<file path="src/rtl/alu_pkg.sv">
// Shared types and constants for the ALU datapath.
package alu_pkg;

    localparam int ITER     = 8;   // MUL/DIV iterations, one per CALC cycle
    localparam int OPCODE_W = 4;

    typedef enum logic [OPCODE_W-1:0] {
        OP_ADD = 4'd0,
        OP_SUB = 4'd1,
        OP_MUL = 4'd2,
        OP_DIV = 4'd3
    } opcode_e;

    typedef enum logic [1:0] {
        S_IDLE,
        S_CALC,
        S_DONE
    } state_e;

endpackage

</file>
<file path="src/rtl/alu_datapath_shift_muldiv.sv">
// Iterative engine: shift-add multiply or restoring divide, one bit per cycle.
// Loads its own copy of the operands on start; valid rises after the last step
// and stays until the next start or abort.
module shift_muldiv
    import alu_pkg::*;
#(
    parameter int OPW   = 8,
    parameter int WIDTH = 16
) (
    input  logic             clk,
    input  logic             reset,
    input  logic             start,
    input  logic             is_div,
    input  logic [OPW-1:0]   a,
    input  logic [OPW-1:0]   b,
    input  logic             abort,
    output logic [WIDTH-1:0] out,
    output logic             valid
);

    localparam int STEP_W = $clog2(ITER);

    logic              run;
    logic              is_div_q;
    logic [STEP_W-1:0] step;
    logic [WIDTH-1:0]  acc;      // MUL accumulator
    logic [WIDTH-1:0]  mcand;    // MUL multiplicand, shifted left each step
    logic [OPW-1:0]    mplier;   // MUL multiplier / DIV dividend-then-quotient
    logic [OPW-1:0]    rem;      // DIV partial remainder
    logic [OPW-1:0]    divisor;

    // Restoring-divide step: bring the next dividend bit into the remainder.
    logic [OPW:0]   shifted;
    logic           ge;
    logic [OPW-1:0] diff;

    assign shifted = {rem, mplier[OPW-1]};
    assign ge      = shifted >= {1'b0, divisor};
    assign diff    = shifted[OPW-1:0] - divisor;   // only used when ge, so fits OPW

    assign out = is_div_q ? {mplier, rem} : acc;

    // Load on start, iterate while running, drop everything on abort.
    always_ff @(posedge clk or negedge reset) begin
        if (!reset) begin
            run      <= 1'b0;
            valid    <= 1'b0;
            is_div_q <= 1'b0;
            step     <= '0;
            acc      <= '0;
            mcand    <= '0;
            mplier   <= '0;
            rem      <= '0;
            divisor  <= '0;
        end else if (abort) begin
            run   <= 1'b0;
            valid <= 1'b0;
        end else if (start) begin
            run      <= 1'b1;
            valid    <= 1'b0;
            is_div_q <= is_div;
            step     <= '0;
            acc      <= '0;
            mcand    <= WIDTH'(a);
            mplier   <= is_div ? a : b;
            rem      <= '0;
            divisor  <= b;
        end else if (run) begin
            if (is_div_q) begin
                rem    <= ge ? diff : shifted[OPW-1:0];
                mplier <= {mplier[OPW-2:0], ge};
            end else begin
                if (mplier[0]) acc <= acc + mcand;
                mcand  <= mcand << 1;
                mplier <= mplier >> 1;
            end
            step <= step + 1'b1;
            if (step == STEP_W'(ITER - 1)) begin
                run   <= 1'b0;
                valid <= 1'b1;
            end
        end
    end

endmodule

</file>
<file path="src/rtl/alu_datapath.sv">
// Execute-side responder: IDLE->CALC->DONE handshake with the controller,
// single-cycle ADD/SUB, iterative MUL/DIV via shift_muldiv, result and flags.
module alu_datapath
    import alu_pkg::*;
#(
    parameter int WIDTH = 16,
    parameter int OPW   = 8
) (
    input  logic                clk,
    input  logic                reset,
    input  logic                enable,
    input  logic [OPCODE_W-1:0] opcode,
    input  logic [OPW-1:0]      a,
    input  logic [OPW-1:0]      b,
    output logic                done,
    output logic                busy,
    output logic [WIDTH-1:0]    result,
    output logic                zero,
    output logic                carry,
    output logic                err
);

    state_e              state_q, state_d;
    logic [OPCODE_W-1:0] op_q;
    logic [OPW-1:0]      a_q, b_q;
    logic [3:0]          cnt_q;

    logic             take, is_mul, is_div, div0, iterative, fin, update;
    logic             eng_start, eng_abort, eng_valid;
    logic [WIDTH-1:0] eng_out;
    logic [WIDTH-1:0] sum, nxt_result;
    logic             nxt_carry, nxt_err;

    assign take      = (state_q == S_IDLE) && enable;
    assign is_mul    = (op_q == OP_MUL);
    assign is_div    = (op_q == OP_DIV);
    assign div0      = is_div && (b_q == '0);
    assign iterative = (is_mul || is_div) && !div0;
    // Single-cycle ops finish on the second CALC edge, iterative ones when the engine is done.
    assign fin       = iterative ? eng_valid : (cnt_q == 4'd1);
    // Abort wins over completion in the same cycle.
    assign update    = (state_q == S_CALC) && enable && fin;

    assign eng_start = take && ((opcode == OP_MUL) || ((opcode == OP_DIV) && (b != '0)));
    assign eng_abort = (state_q == S_CALC) && !enable;

    assign done = (state_q == S_DONE);
    assign busy = (state_q == S_CALC);

    shift_muldiv #(.OPW(OPW), .WIDTH(WIDTH)) u_muldiv (
        .clk    (clk),
        .reset  (reset),
        .start  (eng_start),
        .is_div (opcode == OP_DIV),
        .a      (a),
        .b      (b),
        .abort  (eng_abort),
        .out    (eng_out),
        .valid  (eng_valid)
    );

    // State register.
    always_ff @(posedge clk or negedge reset) begin
        if (!reset) state_q <= S_IDLE;
        else        state_q <= state_d;
    end

    // Next-state logic for the four-phase handshake.
    always_comb begin
        state_d = state_q;
        case (state_q)
            S_IDLE: if (enable) state_d = S_CALC;
            S_CALC: begin
                if (!enable)  state_d = S_IDLE;
                else if (fin) state_d = S_DONE;
            end
            S_DONE: if (!enable) state_d = S_IDLE;
            default: state_d = S_IDLE;
        endcase
    end

    // Command latch and CALC cycle counter.
    always_ff @(posedge clk or negedge reset) begin
        if (!reset) begin
            op_q  <= '0;
            a_q   <= '0;
            b_q   <= '0;
            cnt_q <= '0;
        end else if (take) begin
            op_q  <= opcode;
            a_q   <= a;
            b_q   <= b;
            cnt_q <= '0;
        end else if (state_q == S_CALC) begin
            cnt_q <= cnt_q + 4'd1;
        end
    end

    // Result and flags for the command now completing.
    always_comb begin
        sum        = WIDTH'(a_q) + WIDTH'(b_q);
        nxt_result = result;
        nxt_carry  = 1'b0;
        nxt_err    = 1'b0;
        case (op_q)
            OP_ADD: begin
                nxt_result = sum;
                nxt_carry  = sum[OPW];
            end
            OP_SUB: begin
                nxt_result = WIDTH'(a_q) - WIDTH'(b_q);
                nxt_carry  = (a_q < b_q);
            end
            OP_MUL: nxt_result = eng_out;
            OP_DIV: begin
                if (div0) begin
                    nxt_result = {{OPW{1'b1}}, a_q};
                    nxt_err    = 1'b1;
                end else begin
                    nxt_result = eng_out;
                end
            end
            default: nxt_err = 1'b1;   // invalid opcode: result kept
        endcase
    end

    // Outputs change only on CALC->DONE.
    always_ff @(posedge clk or negedge reset) begin
        if (!reset) begin
            result <= '0;
            zero   <= 1'b0;
            carry  <= 1'b0;
            err    <= 1'b0;
        end else if (update) begin
            result <= nxt_result;
            zero   <= (nxt_result == '0);
            carry  <= nxt_carry;
            err    <= nxt_err;
        end
    end

endmodule

</file>
<file path="config.mk">
export PLATFORM = sky130hd
export DESIGN_NAME = alu_datapath
export DESIGN_NICKNAME = d
export VERILOG_FILES = /design/src/rtl/alu_pkg.sv /design/src/rtl/alu_datapath_shift_muldiv.sv /design/src/rtl/alu_datapath.sv
export SDC_FILE = /design/constraint.sdc
export NUM_CORES = 1
export LEC_CHECK = 0
export CORE_MARGIN = 5
export CORE_UTILIZATION = 45
export CTS_CLUSTER_SIZE = 12
export DETAILED_ROUTE_END_ITERATION = 12
export SLEW_MARGIN = 20
export SYNTH_ARGS = -nofsm -noshare
export SYNTH_HDL_FRONTEND = slang
export SYNTH_SLANG_ARGS = --single-unit
export TNS_END_PERCENT = 5
</file>
<file path="constraint.sdc">
create_clock -name clk -period 3.35 [get_ports clk]
set_clock_uncertainty 0.05 [all_clocks]
set_input_delay 1.005 -clock clk [delete_from_list [all_inputs] [get_ports clk]]
set_output_delay 1.005 -clock clk [all_outputs]
set_load 0.02 [all_outputs]
</file>
==> impl_metrics.ini, run 1 <==
[timing]
setup_viol = 0
finalCritPeriodShare_pct = 97.3
setup_slack_ns = 0.0891
fin_crit_ns = 3.26
slew_violations = 0
finalHoldViolCount = 0
worstMarginPinSlew_ns = 0.621
whs_ns = 0.460
slew_headroom_pct = 58.6
fmax_mhz = 307

[synth]
synth_cells = 767
synthArstFlopShare_pct = 100
yosysSeqAreaShare_pct = 38.2
syn-mean-instance-area_um2 = 9.14
syn_area_um2 = 7010
synth_top_cell_by_area = dfrtp_1
synthTopCellsByArea = dfrtp_1 (38%), ha_1 (7.9%), mux2i_1 (5.7%)
synth.most_common_cell = dfrtp_1
ys_warn_count = 0
synth-seq-cells = 107
ys.flop_type = dfrtp_1
yosysTopAreaCellShare_pct = 38.2
synth_edf_count = 0
synth_common_cells = dfrtp_1 (107), nand2_1 (84), nor2_1 (64)
synth_cell_types = 66
synth_nets = 838

[place]
place_inst = 1009
place.gp.congestion = 0.867
place_area_um2 = 7730
dp_hpwl_um = 14600
io_buffers = 43
place_ws_ns = 0.129

[pwr]
ir_drop_uv = 351
p_leak_nw = 3.48
p_per_area_nw_per_um2 = 877

[clock_network]
htree_levels = 3
clk_path_buf_depth = 2
cts_sinks = 107
cts.clk_slew.worst_paths_ns = 0.07
root_buffer = clkbuf_16
cts_tree = done
cts_inserted_buffers = 9
clk_latency_ns = 0.36
postCtsSetupBuffers = 0

[floorplanning]
die_area_um2 = 18200
dieWidth_um = 135
core_um2 = 15300
pin_count = 44
start_util_pct = 46.0
rows = 45
die_h_um = 135

[critical_path]
worstPathCellList = inv_1 -> ha_1 -> fa_1 -> mux2i_1 -> a22o_1 -> a31oi_2 -> o2111ai_2 -> nor4_1 -> o2111ai_1 -> or4_1 -> o32ai_2
setup.worst_path.class = register to register
cp.arrival_ns = 3.47
critPathBufInv = 1
reg2reg_depth = 11
cp-end-kind = register
slowest_stage = or4_1
start_kind = register
rrSetupSlack_ns = 0.09
worstPathMaxFanout = 4
cp_top_family = compound AO/OA/AOI/OAI gates
slowest_delay_ns = 0.50
timing.rr.start = a_q[0]
crit_required_ns = 3.56
timing.rr.end = zero

[cells_and_area]
fin_cells = 1025
fin_nets = 880
fin_util_pct = 52.7
fin_area_um2 = 8040
syn2layout_area_growth_pct = 14.6
n_antenna_cell = 0
drive_gt1_share_pct = 12.0

[run_status]
status = finished clean

[hold_path]
holdPathStages = 1
min_to = cnt_q[3]
holdCritStartpoint = cnt_q[3]
worstHoldPathType = register to register

[routing]
firstDrtPassIters = 5
ant_nets = 0
dr_total_vias = 5856
drt_wl_total_um = 19200
drt_iter0_markers = 361
route.detailed.drc = 0
vias_per_cell = 5.71
wl_per_cell_um = 18.7

[grt]
track_usage_pct = 21.8
grt_overflow = 0
grt_antenna_before_repair = 0
grt_pass1_vias = 5787
grt_pass1_wl_um = 31300
grt_max_degree = 47

[flow_run]
maxCapViolations = 0
where the power goes:
group	leakage (nW)	switching [mW]	total [mW]	internal, mW
Clock	0.127	0.522	1.03	0.513
Combinational	1.99	2.10	3.75	1.65
Sequential	1.36	0.489	2.27	1.78
Total	3.48	3.11	7.05	3.94
worst max-delay path by stage:
stage	start	endpoint	slack, ns	cells after the start
CTS	a_q[0]	zero	0.09	11
detailed placement	a_q[0]	zero	0.13	11
global route	a_q[0]	zero	-0.04	11
finish	a_q[0]	zero	0.09	11
global placement	enable	zero	0.16	8
floorplan	b_q[0]	zero	0.35	11
logic make-up after synthesis:
kind of cell | count (synthesis) | synth area share (%)
adders and majority gates | 48 | 8.99
AOI/OAI and AO/OA | 207 | 18.9
DFF | 107 | 38.2
and+or+nand+nor | 244 | 16.6
buffers and inverters | 75 | 4.84
muxes | 68 | 10.2
xor gates and xnor gates | 18 | 2.25
placed cells by master, fill, tap and decap left out, drive strengths merged, types with 29 or more instances in the layout:
master / netlist / layout
a21oi: 61 / 61
buf: 13 / 29
clkdlybuf4s50: 0 / 42
dfrtp: 107 / 107
ha: 44 / 44
inv: 35 / 37
mux2i: 40 / 40
nand2: 84 / 84
nor2: 64 / 64
o21ai: 58 / 58
registers in the layout (all words and copies together), names as in the netlist:
register,cells
result,16
u_muldiv.acc,16
u_muldiv.mcand,16
a_q,8
b_q,8
u_muldiv.divisor,8
u_muldiv.mplier,8
u_muldiv.rem,8
cnt_q,4
op_q,4
u_muldiv.step,3
state_q,2
carry,1
err,1
u_muldiv.is_div_q,1
u_muldiv.run,1
u_muldiv.valid,1
zero,1
area by class of cell:
cell class	count	area, µm²
Fill cell	1417	7220
Multi-Input combinational cell	585	4030
Sequential cell	107	2680
Timing Repair Buffer	71	651
Tap cell	211	264
Clock buffer	10	229
Inverter	35	131
Clock inverter	6	47.5
timing repair:
| action | in CTS | in global routing |
|---|---|---|
| hold endpoints to repair | 0 | 0 |
| setup endpoints to repair | 0 | 1 |
| hold buffers | 0 | 0 |
| resized for setup | 0 | 9 |
metal layers:
metal  up-vias  GRT usage [%]  part of all wire (%)
li1       2828              -                     -
met1      2860           29.3                    45
met2       134           36.3                    49
met3        34           3.84                   3.6
met4         0           6.28                   2.5
met5         -              0                     0
metrics by stage:
stage	TNS (ns)	total power, mW
6_report	0	7.05
5_1_grt	-0.0374	7.62
4_1_cts	0	7.02
3_5_place_dp	0	5.95
3_3_place_gp	0	5.88
2_1_floorplan	0	4.84
(Power assumes the default switching activity.)
==> run 2, diff against run 1 <==
Settings changed: CAP_MARGIN set to 20.
==> results of run 2 <==
The final DEF is identical to that of run 1; final timing and power are the same.
==> run 3, diff against run 2 <==
Settings changed: MAX_ROUTING_LAYER set to met4.
==> run 3 against run 2 <==
  * Final cell count stayed put
  * Routed wire length down 0.70%
  * Die area is the same
==> impl_metrics.ini, run 3 (synthesized netlist as in run 1, its figures left out) <==
[floorplanning]
start_util_pct = 46.0
rows = 45
core_um2 = 15300
die_h_um = 135
dieWidth_um = 135
pin_count = 44
die_area_um2 = 18200

[critical_path]
worstPathMaxFanout = 6
reg2reg_depth = 11
crit_required_ns = 3.57
start_kind = register
cp_top_family = simple AND/OR/NAND/NOR gates
setup.worst_path.class = register to register
slowest_stage = or4_1
path_common_cell = or4_1
slowest_delay_ns = 0.54
critPathBufInv = 1
worstPathCellList = ha_1 -> inv_1 -> fa_1 -> o21ba_2 -> or4_1 -> o211a_1 -> o21ai_1 -> mux2i_1 -> nand2_1 -> or4_1 -> o32ai_2
cp-end-kind = register
timing.rr.start = b_q[0]
timing.rr.end = zero
cp.arrival_ns = 3.42
rrSetupSlack_ns = 0.15

[routing]
drt_wl_total_um = 19100
route.detailed.drc = 0
dr_total_vias = 5795
drt_iter0_markers = 337
firstDrtPassIters = 5
ant_nets = 0
vias_per_cell = 5.65
wl_per_cell_um = 18.6

[place]
place_area_um2 = 7730
dp_hpwl_um = 14700
place.gp.congestion = 0.881
io_buffers = 43
place_inst = 1009

[cells_and_area]
fin_cells = 1025
reg_top3 = result (16), u_muldiv.acc (16), u_muldiv.mcand (16)
fin_area_um2 = 8030
num-fill-cells = 1355
fin_nets = 880
drive_gt1_share_pct = 11.9
most-common-layout-cells = dfrtp_1 (106), nand2_1 (84), nor2_1 (64), a21oi_1 (61), o21ai_0 (54)
n_antenna_cell = 0
syn2layout_area_growth_pct = 14.6
final_common_cell = dfrtp_1

[run_status]
status = finished clean

[grt]
grt_max_degree = 67
grt_overflow = 0
track_usage_pct = 22.1
grt_pass1_wl_um = 30800
grt_antenna_before_repair = 0
grt_pass1_vias = 5689

[hold_path]
worstHoldPathType = input pin to async pin

[clock_network]
clk_latency_ns = 0.36
cts_tree = done
cts_inserted_buffers = 9
cts_sinks = 107
clk_path_buf_depth = 2
htree_levels = 3
cts.clk_slew.worst_paths_ns = 0.08
root_buffer = clkbuf_16
holdBufCountCts = 0

[timing]
fmax_mhz = 312
finalHoldViolCount = 0
setup_tns_ns = 0
fin_crit_ns = 3.20
slew_headroom_pct = 62.1
slew_violations = 0
finalCritPeriodShare_pct = 95.6
rsz0062_at_grt = no
whs_ns = 0.447
setup_viol = 0
worstMarginPinSlew_ns = 0.568

[pwr]
total_power_mw = 7.03
p_leak_nw = 3.49
ir_drop_uv = 318
p_per_area_nw_per_um2 = 875

[flow_run]
maxCapViolations = 0
[run 3: cell type report]
| type | count | area (µm²) | share of cell area, % |
|---|---|---|---|
| clock buffer | 9 | 225 | 2.80 |
| clock inverter | 7 | 53.8 | 0.670 |
| inverter | 35 | 131 | 1.64 |
| multi-input combinational | 585 | 4030 | 50.2 |
| sequential | 107 | 2680 | 33.3 |
| tap | 211 | 264 | 3.29 |
| timing repair buffer | 71 | 651 | 8.10 |
[run 3: power by group]
part           switching, mW  total [mW]  internal (mW)
logic                   2.09        3.74           1.65
clock network          0.512        1.02          0.510
registers              0.490        2.27           1.78
[run 3: layer usage]
| layer | track usage [%] | up-vias | wire length (µm) | share of wire, % |
|---|---|---|---|---|
| li1 | - | 2820 | - | - |
| met1 | 29.3 | 2859 | 8860 | 47 |
| met2 | 35.4 | 93 | 9280 | 49 |
| met3 | 3.24 | 23 | 564 | 3.0 |
| met4 | 6.17 | 0 | 348 | 1.8 |
| met5 | - | - | 0 | 0 |
[run 3: what timing repair did]
item,4_1_cts,5_1_grt
gates resized for setup,0,6
endpoints found under the setup margin,0,1
buffers inserted,0,0
[run 3: worst max path at each step]
stage	startpoint	end	cells past startpoint
6_report	b_q[0]	zero	11
5_1_grt	b_q[0]	zero	11
3_3_place_gp	enable	zero	8
3_5_place_dp	b_q[0]	zero	11
2_1_floorplan	b_q[0]	zero	11
4_1_cts	b_q[0]	zero	11
[run 3: stage by stage]
stage / utilization, % / setup slack [ns]
floorplan: - / 0.348
global placement: 50.6 / 0.158
detailed placement: 50.6 / 0.0516
CTS: 52.5 / 0.0359
global route: 52.6 / 0.00213
finish: 52.6 / 0.146
